File: src/rtl/mem_port_arbiter_if.sv
// Bundle of CPU fetch/data ports, unified-memory handshake and status outputs.
// slave = arbiter side, master = CPU/memory environment side.
interface mem_port_arbiter_if #(
  parameter int WORD_SIZE = 16
);
  logic                 i_readM;
  logic [WORD_SIZE-1:0] i_address;
  logic [WORD_SIZE-1:0] i_rdata;
  logic                 i_valid;
  logic                 i_stall;

  logic                 d_readM;
  logic                 d_writeM;
  logic [WORD_SIZE-1:0] d_address;
  logic [WORD_SIZE-1:0] d_wdata;
  logic [WORD_SIZE-1:0] d_rdata;
  logic                 d_valid;
  logic                 d_stall;

  logic                 mem_readM;
  logic                 mem_writeM;
  logic [WORD_SIZE-1:0] mem_address;
  logic [WORD_SIZE-1:0] mem_wdata;
  logic [WORD_SIZE-1:0] mem_rdata;
  logic                 mem_ack;
  logic                 mem_err;

  logic [15:0]          i_stall_cycles;
  logic [15:0]          d_stall_cycles;

  modport slave (
    input  i_readM, i_address, d_readM, d_writeM, d_address, d_wdata,
           mem_rdata, mem_ack,
    output i_rdata, i_valid, i_stall, d_rdata, d_valid, d_stall,
           mem_readM, mem_writeM, mem_address, mem_wdata, mem_err,
           i_stall_cycles, d_stall_cycles
  );

  modport master (
    output i_readM, i_address, d_readM, d_writeM, d_address, d_wdata,
           mem_rdata, mem_ack,
    input  i_rdata, i_valid, i_stall, d_rdata, d_valid, d_stall,
           mem_readM, mem_writeM, mem_address, mem_wdata, mem_err,
           i_stall_cycles, d_stall_cycles
  );
endinterface

File: src/rtl/mem_port_arbiter.sv
// Arbitrates the CPU fetch and data ports onto one single-ported memory with ack handshake.
// Define ARB_PERF_CNT_EN to build the saturating per-port stall-cycle counters.
module mem_port_arbiter #(
  parameter int WORD_SIZE     = 16,
  parameter int DATA_PRIORITY = 1,
  parameter int TIMEOUT       = 15
) (
  input  logic                  clk,
  input  logic                  reset_n,
  mem_port_arbiter_if.slave     bus
);
  typedef enum logic [1:0] {IDLE, I_ACC, D_ACC, RESP} state_t;

  state_t     state_reg;
  logic [7:0] tcnt_reg;
  logic       served_d_reg;
  logic       rr_d_last_reg;

  logic d_req;
  logic d_win;
  logic acc_timeout;

  assign d_req = bus.d_readM | bus.d_writeM;
  // Round-robin: data takes a tie only when the fetch port was served last.
  assign d_win = d_req && ((DATA_PRIORITY != 0) || !bus.i_readM || !rr_d_last_reg);

  assign bus.i_stall = bus.i_readM & ~bus.i_valid;
  assign bus.d_stall = d_req & ~bus.d_valid;

  generate
    if (TIMEOUT != 0) begin : g_timeout
      // tcnt_reg counts completed access cycles, so this is the TIMEOUT-th strobe cycle.
      assign acc_timeout = (tcnt_reg == 8'(TIMEOUT - 1));
    end else begin : g_no_timeout
      assign acc_timeout = 1'b0;
    end
  endgenerate

  always_ff @(posedge clk) begin
    if (!reset_n) begin
      state_reg       <= IDLE;
      tcnt_reg        <= '0;
      served_d_reg    <= 1'b0;
      rr_d_last_reg   <= 1'b1;
      bus.mem_readM   <= 1'b0;
      bus.mem_writeM  <= 1'b0;
      bus.mem_address <= '0;
      bus.mem_wdata   <= '0;
      bus.i_rdata     <= '0;
      bus.d_rdata     <= '0;
      bus.i_valid     <= 1'b0;
      bus.d_valid     <= 1'b0;
      bus.mem_err     <= 1'b0;
    end else begin
      bus.i_valid <= 1'b0;
      bus.d_valid <= 1'b0;
      case (state_reg)
        IDLE: begin
          if (d_win) begin
            state_reg       <= D_ACC;
            served_d_reg    <= 1'b1;
            tcnt_reg        <= '0;
            bus.mem_writeM  <= bus.d_writeM;
            bus.mem_readM   <= ~bus.d_writeM;
            bus.mem_address <= bus.d_address;
            bus.mem_wdata   <= bus.d_wdata;
          end else if (bus.i_readM) begin
            state_reg       <= I_ACC;
            served_d_reg    <= 1'b0;
            tcnt_reg        <= '0;
            bus.mem_readM   <= 1'b1;
            bus.mem_address <= bus.i_address;
          end
        end
        I_ACC, D_ACC: begin
          tcnt_reg <= tcnt_reg + 8'd1;
          if (bus.mem_ack || acc_timeout) begin
            state_reg      <= RESP;
            bus.mem_readM  <= 1'b0;
            bus.mem_writeM <= 1'b0;
            if (!bus.mem_ack) begin
              bus.mem_err <= 1'b1;
            end
            // A timed-out access still completes with zero data so the CPU never hangs.
            if (served_d_reg) begin
              bus.d_valid <= 1'b1;
              if (!bus.mem_ack) begin
                bus.d_rdata <= '0;
              end else if (bus.mem_readM) begin
                bus.d_rdata <= bus.mem_rdata;
              end
            end else begin
              bus.i_valid <= 1'b1;
              bus.i_rdata <= bus.mem_ack ? bus.mem_rdata : '0;
            end
          end
        end
        RESP: begin
          rr_d_last_reg <= served_d_reg;
          state_reg     <= IDLE;
        end
        default: state_reg <= IDLE;
      endcase
    end
  end

`ifdef ARB_PERF_CNT_EN
  logic [15:0] i_cnt_reg;
  logic [15:0] d_cnt_reg;

  always_ff @(posedge clk) begin
    if (!reset_n) begin
      i_cnt_reg <= '0;
      d_cnt_reg <= '0;
    end else begin
      if (bus.i_stall && (i_cnt_reg != 16'hFFFF)) i_cnt_reg <= i_cnt_reg + 16'd1;
      if (bus.d_stall && (d_cnt_reg != 16'hFFFF)) d_cnt_reg <= d_cnt_reg + 16'd1;
    end
  end

  assign bus.i_stall_cycles = i_cnt_reg;
  assign bus.d_stall_cycles = d_cnt_reg;
`else
  assign bus.i_stall_cycles = 16'h0000;
  assign bus.d_stall_cycles = 16'h0000;
`endif
endmodule

File: src/flat_wrapper.sv
// flat-port wrapper written by rule: the top's interface ports become plain ports
module mem_port_arbiter_flat 
#(
  parameter int WORD_SIZE     = 16,
  parameter int DATA_PRIORITY = 1,
  parameter int TIMEOUT       = 15
)
  (clk, reset_n, bus_i_readM, bus_i_address, bus_d_readM, bus_d_writeM, bus_d_address, bus_d_wdata, bus_mem_rdata, bus_mem_ack, bus_i_rdata, bus_i_valid, bus_i_stall, bus_d_rdata, bus_d_valid, bus_d_stall, bus_mem_readM, bus_mem_writeM, bus_mem_address, bus_mem_wdata, bus_mem_err, bus_i_stall_cycles, bus_d_stall_cycles);
  mem_port_arbiter_if #(.WORD_SIZE(WORD_SIZE)) bus_i ();
  input  logic clk;
  input  logic reset_n;
  input wire logic [$bits(bus_i.i_readM)-1:0] bus_i_readM;
  input wire logic [$bits(bus_i.i_address)-1:0] bus_i_address;
  input wire logic [$bits(bus_i.d_readM)-1:0] bus_d_readM;
  input wire logic [$bits(bus_i.d_writeM)-1:0] bus_d_writeM;
  input wire logic [$bits(bus_i.d_address)-1:0] bus_d_address;
  input wire logic [$bits(bus_i.d_wdata)-1:0] bus_d_wdata;
  input wire logic [$bits(bus_i.mem_rdata)-1:0] bus_mem_rdata;
  input wire logic [$bits(bus_i.mem_ack)-1:0] bus_mem_ack;
  output wire logic [$bits(bus_i.i_rdata)-1:0] bus_i_rdata;
  output wire logic [$bits(bus_i.i_valid)-1:0] bus_i_valid;
  output wire logic [$bits(bus_i.i_stall)-1:0] bus_i_stall;
  output wire logic [$bits(bus_i.d_rdata)-1:0] bus_d_rdata;
  output wire logic [$bits(bus_i.d_valid)-1:0] bus_d_valid;
  output wire logic [$bits(bus_i.d_stall)-1:0] bus_d_stall;
  output wire logic [$bits(bus_i.mem_readM)-1:0] bus_mem_readM;
  output wire logic [$bits(bus_i.mem_writeM)-1:0] bus_mem_writeM;
  output wire logic [$bits(bus_i.mem_address)-1:0] bus_mem_address;
  output wire logic [$bits(bus_i.mem_wdata)-1:0] bus_mem_wdata;
  output wire logic [$bits(bus_i.mem_err)-1:0] bus_mem_err;
  output wire logic [$bits(bus_i.i_stall_cycles)-1:0] bus_i_stall_cycles;
  output wire logic [$bits(bus_i.d_stall_cycles)-1:0] bus_d_stall_cycles;
  assign bus_i.i_readM = bus_i_readM;
  assign bus_i.i_address = bus_i_address;
  assign bus_i.d_readM = bus_d_readM;
  assign bus_i.d_writeM = bus_d_writeM;
  assign bus_i.d_address = bus_d_address;
  assign bus_i.d_wdata = bus_d_wdata;
  assign bus_i.mem_rdata = bus_mem_rdata;
  assign bus_i.mem_ack = bus_mem_ack;
  assign bus_i_rdata = bus_i.i_rdata;
  assign bus_i_valid = bus_i.i_valid;
  assign bus_i_stall = bus_i.i_stall;
  assign bus_d_rdata = bus_i.d_rdata;
  assign bus_d_valid = bus_i.d_valid;
  assign bus_d_stall = bus_i.d_stall;
  assign bus_mem_readM = bus_i.mem_readM;
  assign bus_mem_writeM = bus_i.mem_writeM;
  assign bus_mem_address = bus_i.mem_address;
  assign bus_mem_wdata = bus_i.mem_wdata;
  assign bus_mem_err = bus_i.mem_err;
  assign bus_i_stall_cycles = bus_i.i_stall_cycles;
  assign bus_d_stall_cycles = bus_i.d_stall_cycles;
  mem_port_arbiter #(.WORD_SIZE(WORD_SIZE), .DATA_PRIORITY(DATA_PRIORITY), .TIMEOUT(TIMEOUT)) u_core (.clk(clk), .reset_n(reset_n), .bus(bus_i));
endmodule
File: config.mk
export PLATFORM = sky130hd
export DESIGN_NAME = mem_port_arbiter_flat
export DESIGN_NICKNAME = d
export VERILOG_FILES = /design/src/rtl/mem_port_arbiter_if.sv /design/src/rtl/mem_port_arbiter.sv /design/src/flat_wrapper.sv
export SDC_FILE = /design/constraint.sdc
export NUM_CORES = 1
export LEC_CHECK = 0
export CORE_AREA = 2 2 120 122
export CTS_BUF_LIST = sky130_fd_sc_hd__clkbuf_8
export CTS_CLUSTER_SIZE = 30
export DETAILED_ROUTE_END_ITERATION = 8
export DIE_AREA = 0 0 122 124
export GPL_TIMING_DRIVEN = 0
export PLACE_DENSITY = 0.65
export SLEW_MARGIN = 10
export SYNTH_ARGS = -nofsm -noshare
export SYNTH_HDL_FRONTEND = slang
export SYNTH_SLANG_ARGS = --single-unit
File: constraint.sdc
create_clock -name clk -period 2.5 [get_ports clk]
set_input_delay 0.5 -clock clk [delete_from_list [all_inputs] [get_ports clk]]
set_output_delay 0.5 -clock clk [all_outputs]
set_load 0.02 [all_outputs]
==> summary.txt, run 1 <==
Yosys
  • Mean Syn Cell Area: 8.43 sq um
  • Synth warn: 0
  • Total standard cell area after synthesis: 0.00367 sq mm
  • Synth cell types: 44
  • Synth top area share: 43.6%
  • Number of instances in the synthesized netlist: 436
  • Synth area leader: dfxtp_1
  • Flop and latch count out of synthesis: 80
  • Most instantiated flip-flop cell in the synthesis netlist: dfxtp_1
  • Share of flip-flops with an asynchronous set or reset after synthesis: 0%
  • EDFF count, synth: 0
  • Most area-consuming cells after synthesis: dfxtp_1, nand2_1, a21boi_0, o21ai_0, buf_4
  • Cell types with the highest counts after synthesis: dfxtp_1, nand2_1, o21ai_0, a21boi_0, nand3_1
  • Share of the yosys chip area belonging to registers: 43.6%
  • Top-count cell post-synth: dfxtp_1

Die
  • Number of I/O pins: 173
  • Standard-cell rows: 43
  • Starting density of the core: 26.8%
  • Floorplan die width: 122 um
  • Die extent in y: 124 um
  • Core Area: 0.0137 sq mm
  • Area enclosed by the die boundary: 0.0151 sq mm

Detailed routing
  • Average vias per placed instance: 4.57
  • Residual DRC count: 0
  • Average wire per standard cell: 14.1 um
  • Routed WL: 11.3 mm
  • Pre-Repair DR Iteration Count: 4
  • Final antenna-violating net count: 0
  • Vias after detailed routing: 3664
  • DRC marker count from the first detailed-route iteration: 193

CTS
  • Number of buffers on the longest clock path: 2
  • Clk_lat worst skew: 0.35 ns
  • Number of buffers inserted during clock tree synthesis: 9
  • CTS Root Cell: clkbuf_8
  • Clock-pin slew on the worst setup and hold paths: 0.08 ns
  • Number of H-tree levels: 3
  • Clock tree from TritonCTS: done
  • Clock sinks: 80
  • Hold buffer count at CTS: 0

Run
  • Reported max-cap violation count: 0

Critical path
  • Element type at the critical path end: output pin
  • Destination of the critical timing path: bus_i_stall
  • Required time of the critical path: 2.00 ns
  • Depth of the worst register-to-register path: 8
  • Category of the critical setup timing path: in2out
  • Critical Path Start Type: input port
  • Startpoint of the lowest-slack register-to-register path: u_core.state_reg[0]$_SDFFE_PN0P_
  • Worst setup path startpoint: bus_i_readM
  • Capture point of the worst reg-to-reg path: u_core.bus.i_rdata[10]$_SDFFE_PN0P_
  • Crit path max fanout: 4
  • Arrival time at the worst endpoint: 1.92 ns
  • R2R Setup Slk: 0.28 ns

Global routing
  • Global-route wire length before repair: 17.5 mm
  • Congestion Overflow GR: 0
  • Total global-route track usage: 14.6%
  • Via count of the first global-routing pass: 3522
  • Initial antenna violation count: 0
  • Maximum number of pins on one net before global-route repair: 14

Timing
  • Max Clock Freq: 414 MHz
  • Unrepaired setup endpoints after global routing: false
  • Worst hold slack: 0.466 ns
  • Relative slew margins: 55.3%
  • Count of endpoints failing hold in the final timing report: 0
  • Tcrit/Tclk final: 96.7%
  • Total setup violations reported at the end of the flow: 0
  • Final Worst Setup Slack: 0.0834 ns
  • Slew of the pin with the lowest slew margin: 0.665 ns
  • Final Slew Violations: 0
  • Setup clock skew after layout: 0.00863 ns
  • Clock period minus final worst setup slack: 2.42 ns

Layout
  • Sequential cell area: 0.00160 sq mm
  • Share of cells above drive strength 1: 9.34%
  • Antenna cell count: 0
  • Synth-to-layout area growth: 52.7%
  • # nets final: 691
  • Combined area of the multi-input logic cells: 0.00179 sq mm
  • Filler cells: 1392
  • Finished Layout Cells: 801

Status
  • Result of the run: finished, final reports clean

Placement
  • Count of port buffers added during placement: 138
  • Post-placement worst setup slack: -0.267 ns
  • RD Place Congestion: 0.848
  • Number of instances in the placed design: 785
  • DP HPWL: 8.99 mm

Power
  • Areal power density over the cells: 829 mW/mm^2
  • Total Power: 4.65 mW
  • Worst supply voltage drop on vdd: 0.000449 V
  • Leakage power summed over all cells: 2.23 nW

Min path
  • Class of the tightest hold or removal check: reg2reg
  • HP Start: u_core.bus.mem_wdata[8]$_SDFFE_PN0P_
cell usage in the layout, fill, tap and decap left out, types with 2 or more instances in the layout:
cell type,count
buf_2,3
nor4_1,2
nor3_1,2
conb_1,32
inv_1,6
clkbuf_8,9
a21oi_1,2
buf_4,32
and2_1,2
nand4_1,17
o211a_1,16
clkbuf_2,3
ha_1,5
o21ai_0,49
clkdlybuf4s50_1,137
dfxtp_1,80
nand3_1,34
a211oi_1,2
clkbuf_1,27
nor3b_1,2
bufinv_16,2
mux2i_1,3
nor2b_1,5
a21boi_0,34
nand2_1,74
xnor2_1,6
nor2_1,11
worst min-delay path by stage:
stage                     depth (start not counted)                                   end  slack (ns)
after floorplan                                   2      u_core.state_reg[1]$_SDFFE_PN0P_        0.45
after global placement                            2    u_core.bus.i_rdata[6]$_SDFFE_PN0P_        0.45
after detailed placement                          2   u_core.bus.i_rdata[14]$_SDFFE_PN0P_        0.45
after CTS                                         2   u_core.bus.i_rdata[14]$_SDFFE_PN0P_        0.47
after global routing                              2   u_core.bus.i_rdata[14]$_SDFFE_PN0P_        0.49
final                                             2  u_core.bus.mem_wdata[8]$_SDFFE_PN0P_        0.47
cell type report:
type                       count  share of cell area, %
multi-input combinational    316                   31.9
sequential                    80                   28.5
timing repair buffer         138                   24.6
buffer                        67                   6.89
tap                          180                   4.01
clock buffer                   9                   2.21
clock inverter                 7                   1.58
inverter                       4                  0.268
logic make-up after synthesis:
| logic type | Yosys count | share of synthesized area (%) |
|---|---|---|
| and+or+nand+nor | 158 | 20.8 |
| AOI/OAI and AO/OA | 111 | 20.4 |
| DFF | 80 | 43.6 |
| buffers and inverters | 71 | 10.9 |
| xor gates and xnor gates | 6 | 1.43 |
| adders and majority gates | 5 | 1.70 |
| muxes | 4 | 1.12 |
| other | 1 | 0.102 |
worst max-delay path, cell delays in order:
cell and delay (ns):
clkdlybuf4s50_1 0.61, nor2b_1 0.17, clkdlybuf4s50_1 0.63
power breakdown:
part           internal (mW)  total [mW]  switching, mW
clock                  0.556        1.04          0.481
sequential              1.53        1.69          0.161
combinational          0.840        1.93           1.09
total                   2.92        4.65           1.73
through the flow:
stage | TNS (ns) | utilization [%] | area [sq um]
after floorplan | 0 | - | 3790
after global placement | -0.327 | 39.3 | 5400
after detailed placement | -0.929 | 39.3 | 5400
after CTS | 0 | 40.9 | 5610
after global routing | 0 | 40.9 | 5610
final | 0 | 40.9 | 5610
timing repair:
item,4_1_cts,5_1_grt
endpoints found under the hold margin,0,0
resized for setup,2,0
setup buffers,0,0
setup endpoints to repair,1,0
metal layers:
layer	GRT usage (%)	part of all wire [%]	vias up
met5	0	0	-
met3	4.81	8.5	16
met1	18.3	45	1683
li1	-	-	1806
met4	4.60	1.4	0
met2	24.0	45	159
Power figures use the tool's default switching activity.
==> inputs of run 2 (changes only) <==
--- a/config.mk
+++ b/config.mk
@@ -12,6 +12,7 @@
 export DIE_AREA = 0 0 122 124
 export GPL_TIMING_DRIVEN = 0
 export PLACE_DENSITY = 0.65
+export RECOVER_POWER = 100
 export SLEW_MARGIN = 10
 export SYNTH_ARGS = -nofsm -noshare
 export SYNTH_HDL_FRONTEND = slang
==> run 2 against run 1 <==
  * Register-to-register slack is essentially flat
  * Clock skew decreased by 0.0013 ns
  * Critical path type unchanged
  * Largest power group unchanged
  * Largest cell class unchanged
  * Final area decreased by 0.20%
==> summary.txt, run 2 (same netlist as run 1, synthesis figures left out) <==
Status
  • Result of the run: finished, final reports clean

Global routing
  • Global-route wire length before repair: 17.5 mm (unchanged)
  • Total global-route track usage: 14.6% (unchanged)
  • Via count of the first global-routing pass: 3522 (unchanged)
  • Initial antenna violation count: 0 (unchanged)
  • Congestion Overflow GR: 0 (unchanged)
  • Maximum number of pins on one net before global-route repair: 14 (unchanged)

Die
  • Number of I/O pins: 173 (unchanged)
  • Standard-cell rows: 43 (unchanged)
  • Die extent in y: 124 um (unchanged)
  • Starting density of the core: 26.8% (unchanged)
  • Floorplan die width: 122 um (unchanged)
  • Core Area: 0.0137 sq mm (unchanged)
  • Area enclosed by the die boundary: 0.0151 sq mm (unchanged)

Timing
  • Clock period minus final worst setup slack: 2.38 ns (-0.0356 ns)
  • Slew of the pin with the lowest slew margin: 0.727 ns (+0.0620 ns)
  • Count of endpoints failing hold in the final timing report: 0 (unchanged)
  • Relative slew margins: 51.4% (-4.0 points)
  • Final Slew Violations: 0 (unchanged)
  • Total setup violations reported at the end of the flow: 0 (unchanged)
  • Setup clock skew after layout: 0.00735 ns (-0.00128 ns)
  • Unrepaired setup endpoints after global routing: false
  • Max Clock Freq: 420 MHz (+1.5%)
  • Tcrit/Tclk final: 95.2% (-1.4 points)

CTS
  • Number of H-tree levels: 3 (unchanged)
  • Number of buffers on the longest clock path: 2 (unchanged)
  • Clock-pin slew on the worst setup and hold paths: 0.09 ns (about the same)
  • Number of buffers inserted during clock tree synthesis: 9 (unchanged)
  • Clk_lat worst skew: 0.35 ns (about the same)
  • Clock sinks: 80 (unchanged)
  • Clock tree from TritonCTS: done
  • CTS Root Cell: clkbuf_8
  • Hold buffer count at CTS: 0 (unchanged)

Layout
  • Share of cells above drive strength 1: 9.18% (-0.16 points)
  • Synth-to-layout area growth: 52.4%
  • Antenna cell count: 0 (unchanged)
  • Final core utilization: 40.8% (-0.082 points)
  • # nets final: 691 (unchanged)
  • Most common library cell in the layout ignoring fill and taps: dfxtp_1
  • Most used cells in the layout excluding fill and tap cells: dfxtp_1, nand2_1, dlygate4sd3_1
  • Filler cells: 1395 (+0.22%)
  • Fin area: 0.00560 sq mm (-0.20%)

Critical path
  • Most common cell type on the critical path: clkdlybuf4s50_1
  • Arrival time at the worst endpoint: 1.88 ns (-0.04 ns)
  • Category of the critical setup timing path: in2out
  • Depth of the worst register-to-register path: 8 (unchanged)
  • Startpoint of the lowest-slack register-to-register path: u_core.state_reg[0]$_SDFFE_PN0P_
  • Cell with the largest stage delay on the worst path: clkdlybuf4s50_1
  • Maximum single-stage delay on the critical path: 0.63 ns (about the same)
  • R2R Setup Slk: 0.28 ns (about the same)
  • Critical Path Start Type: input port
  • Element type at the critical path end: output pin
  • Crit path max fanout: 4 (unchanged)
  • Capture point of the worst reg-to-reg path: u_core.bus.i_rdata[10]$_SDFFE_PN0P_
  • Required time of the critical path: 2.00 ns (about the same)
  • Worst-path cell chain: clkdlybuf4s50_1, nor2b_1, clkdlybuf4s50_1

Placement
  • RD Place Congestion: 0.848 (unchanged)
  • DP HPWL: 8.99 mm (unchanged)
  • Count of port buffers added during placement: 138 (unchanged)
  • Placed standard-cell area: 0.00540 sq mm (unchanged)

Power
  • Areal power density over the cells: 813 mW/mm^2 (-2.0%)
  • Worst supply voltage drop on vdd: 0.000429 V (-4.3%)
  • Leakage power summed over all cells: 2.42 nW (+8.5%)

Detailed routing
  • Average vias per placed instance: 4.55 (-0.63%)
  • Routed WL: 11.3 mm (-0.37%)
  • Vias after detailed routing: 3641 (-0.63%)
  • Average wire per standard cell: 14.1 um (-0.37%)
  • Residual DRC count: 0 (unchanged)
  • Final antenna-violating net count: 0 (unchanged)
  • Pre-Repair DR Iteration Count: 4 (unchanged)
  • DRC marker count from the first detailed-route iteration: 211 (+9.3%)

Run
  • Reported max-cap violation count: 0 (unchanged)

Min path
  • Class of the tightest hold or removal check: reg2reg
  • Hold path endpoint: u_core.bus.mem_wdata[8]$_SDFFE_PN0P_
  • HP Start: u_core.bus.mem_wdata[8]$_SDFFE_PN0P_
  • Number of cells on the worst hold path: 2 (unchanged)
-- run 2: where the power goes --
| group | internal [mW] | switching, mW | leakage (nW) |
|---|---|---|---|
| sequential | 1.53 | 0.150 | 0.654 |
| combinational | 0.754 | 1.08 | 1.66 |
| clock | 0.556 | 0.481 | 0.112 |
| total | 2.84 | 1.71 | 2.42 |
-- run 2: critical path, delay by kind of cell --
kind	cells	cell delay (ns)
buf+inv	2	1.21
simple gates	1	0.16
-- run 2: layout make-up --
type                            instances  area, sq um  area share [%]
Timing Repair Buffer                  138         1380            24.6
Clock inverter                          7         88.8            1.59
Buffer                                 67          387            6.91
Sequential cell                        80         1600            28.6
Clock buffer                            9          124            2.21
Inverter                                4         15.0           0.268
Multi-Input combinational cell        316         1780            31.8
Tap cell                              180          225            4.02
-- run 2: worst max path at each step --
| stage | slack (ns) | start | endpoint |
|---|---|---|---|
| after floorplan | 0.75 | u_core.state_reg[0]$_SDFFE_PN0P_ | u_core.bus.i_rdata[0]$_SDFFE_PN0P_ |
| after global placement | -0.22 | bus_d_writeM | bus_d_stall |
| after detailed placement | -0.27 | bus_d_writeM | bus_d_stall |
| after CTS | 0.07 | bus_i_readM | bus_i_stall |
| after global routing | 0.07 | bus_i_readM | bus_i_stall |
| final | 0.12 | bus_i_readM | bus_i_stall |
-- run 2: metal layers --
metal	vias to the layer above	track usage [%]	wire length, um
met1	1652	18.3	4960
met3	12	4.81	1020
met4	0	4.60	128
met2	169	24.0	5180
met5	-	0	0
li1	1808	-	-
-- run 2: timing repair --
item / in CTS / in global routing
buffers inserted: 0 / 0
endpoints found under the setup margin: 1 / 0
gates resized for setup: 2 / 0
-- run 2: stage by stage --
step                cells  TNS [ns]  setup WS [ns]  total power, mW  hold slack, ns
floorplan             467         0          0.754             2.80           0.451
global placement      785    -0.327         -0.224             3.60           0.447
detailed placement    785    -0.929         -0.267             3.64           0.452
CTS                   801         0         0.0665             4.69           0.470
global route          801         0         0.0652             4.85           0.490
finish                801         0          0.119             4.55           0.464
==> patch, RTL diff (settings of run 1) <==
Encoding of `state_t`: now one-hot (4 bits for 4 states).
--- a/src/rtl/mem_port_arbiter.sv
+++ b/src/rtl/mem_port_arbiter.sv
@@ -9,7 +9,7 @@
   input  logic                  reset_n,
   mem_port_arbiter_if.slave     bus
 );
-  typedef enum logic [1:0] {IDLE, I_ACC, D_ACC, RESP} state_t;
+  typedef enum logic [3:0] {IDLE = 4'b0001, I_ACC = 4'b0010, D_ACC = 4'b0100, RESP = 4'b1000} state_t;
 
   state_t     state_reg;
   logic [7:0] tcnt_reg;
Behaviour: same outputs for any inputs over 4 cycles, from zero or initial values and one cycle with reset_n low; so few cycles prove little.
==> patch against run 1 <==
First-iteration DRC count down 5.7%. Final area down 0.20%. Count of clock-buffer cells in the layout is the same. Sequential cell count rose by 2. Sequential share of layout area grew 0.77 points. Routed wire length fell by 4.9%. Highest routed layer unchanged. Core utilization shrank 0.082 points. Synthesized area shrank 0.48%. Setup slack gained 0.083 ns. Critical path depth is 2 higher. Critical path type unchanged. Non-clock buffer count is 6 lower.
Power is not compared: it rests on default switching activity, and its combinational part moved more than twofold at a synthesized area within 25%.
==> patch: results (changes against run 1) <==
Critical Path AT -> 1.83 ns (-0.09 ns)
# fillers -> 1383 (-0.65%)
Synth cell types -> 48 (+9.1%)
Status -> complete, no violations
Routability cong. -> 0.807 (-4.8%)
All-Layer GR Usage -> 14.0% (-0.61 points)
CP peak stage delay -> 0.45 ns (-0.18 ns)
Commonest cells in the netlist -> nand2_1, dfxtp_1, mux2i_1
Met3 usage -> 4.21% (-0.60 points)
Final layout net count -> 674 (-2.5%)
Worst Skew -> 0.00915 ns (+0.000520 ns)
Vias in the first global route -> 3340 (-5.2%)
Largest net degree at the start of global routing -> 16 (+2)
Fraction of layout cells with a size suffix above 1 -> 10.2% (+0.87 points)
Met1 usage -> 16.5% (-1.8 points)
Worst Setup EP -> bus_d_stall
Post-CTS Resized -> 4 (+2)
Hold Slack -> 0.458 ns (-0.00834 ns)
FF-to-FF Start -> u_core.tcnt_reg[0]$_SDFFE_PN0P_
DRT iter0 DRCs -> 182 (-5.7%)
Placement Cell Area -> 0.00537 sq mm (-0.51%)
Vias per cell -> 4.49 (-1.8%)
Met2 Use GR -> 24.0% (+0.070 points)
Routed WL per cell -> 13.7 um (-3.2%)
Placed wire-length estimate -> 8130 um (-9.5%)
Hold EP -> u_core.bus.mem_wdata[3]$_SDFFE_PN0P_
Reg-to-reg endpoint -> u_core.bus.i_rdata[12]$_SDFFE_PN0P_
Top cells by area, synth -> dfxtp_1, mux2i_1, nand2_1
Synth Area in Compound Gates -> 14.1% (-6.3 points)
Portion of netlist area occupied by mux cells -> 9.31% (+8.2 points)
Critical Path Source -> bus_d_writeM
FMAX -> 0.428 GHz (+3.5%)
Seq/Total Area, Yosys -> 44.9% (+1.3 points)
Final wirelength -> 10800 um (-4.9%)
Worst slack, placed -> -0.567 ns (-0.300 ns)
Synth Area in Adders -> 0.684% (-1.0 points)
Post-synthesis xor/xnor area fraction -> 0.479% (-0.95 points)
Flop-to-flop setup slack -> 0.26 ns (-0.02 ns)
-- patch: per-layer routing --
layer | part of all wire (%) | vias to the layer above
met5 | 0 | -
met4 | 1.7 | 0
met3 | 6.7 | 12
met2 | 48 | 117
met1 | 44 | 1644
li1 | - | 1762
-- patch: power breakdown --
| group | switching [mW] | internal [mW] | total (mW) |
|---|---|---|---|
| clock network | 0.525 | 0.569 | 1.09 |
| registers | 0.0591 | 1.40 | 1.46 |
| logic | 0.481 | 0.405 | 0.887 |
| total | 1.07 | 2.38 | 3.44 |
-- patch: final cells by class --
class / instances / share of cell area, %
plain buffers: 62 / 6.82
inverters: 5 / 0.335
well taps: 180 / 4.02
flip-flops and latches: 82 / 29.3
repair buffers: 137 / 24.5
clock inverters: 7 / 1.79
multi-input cells: 305 / 31.0
clock buffers: 9 / 2.21
-- patch: logic make-up after synthesis --
logic type,Yosys count
xor+xnor,2
fa+ha+maj,2
compound gates,78
other cells,1
mux,34
simple gates,157
buf+inv,68
flops,82
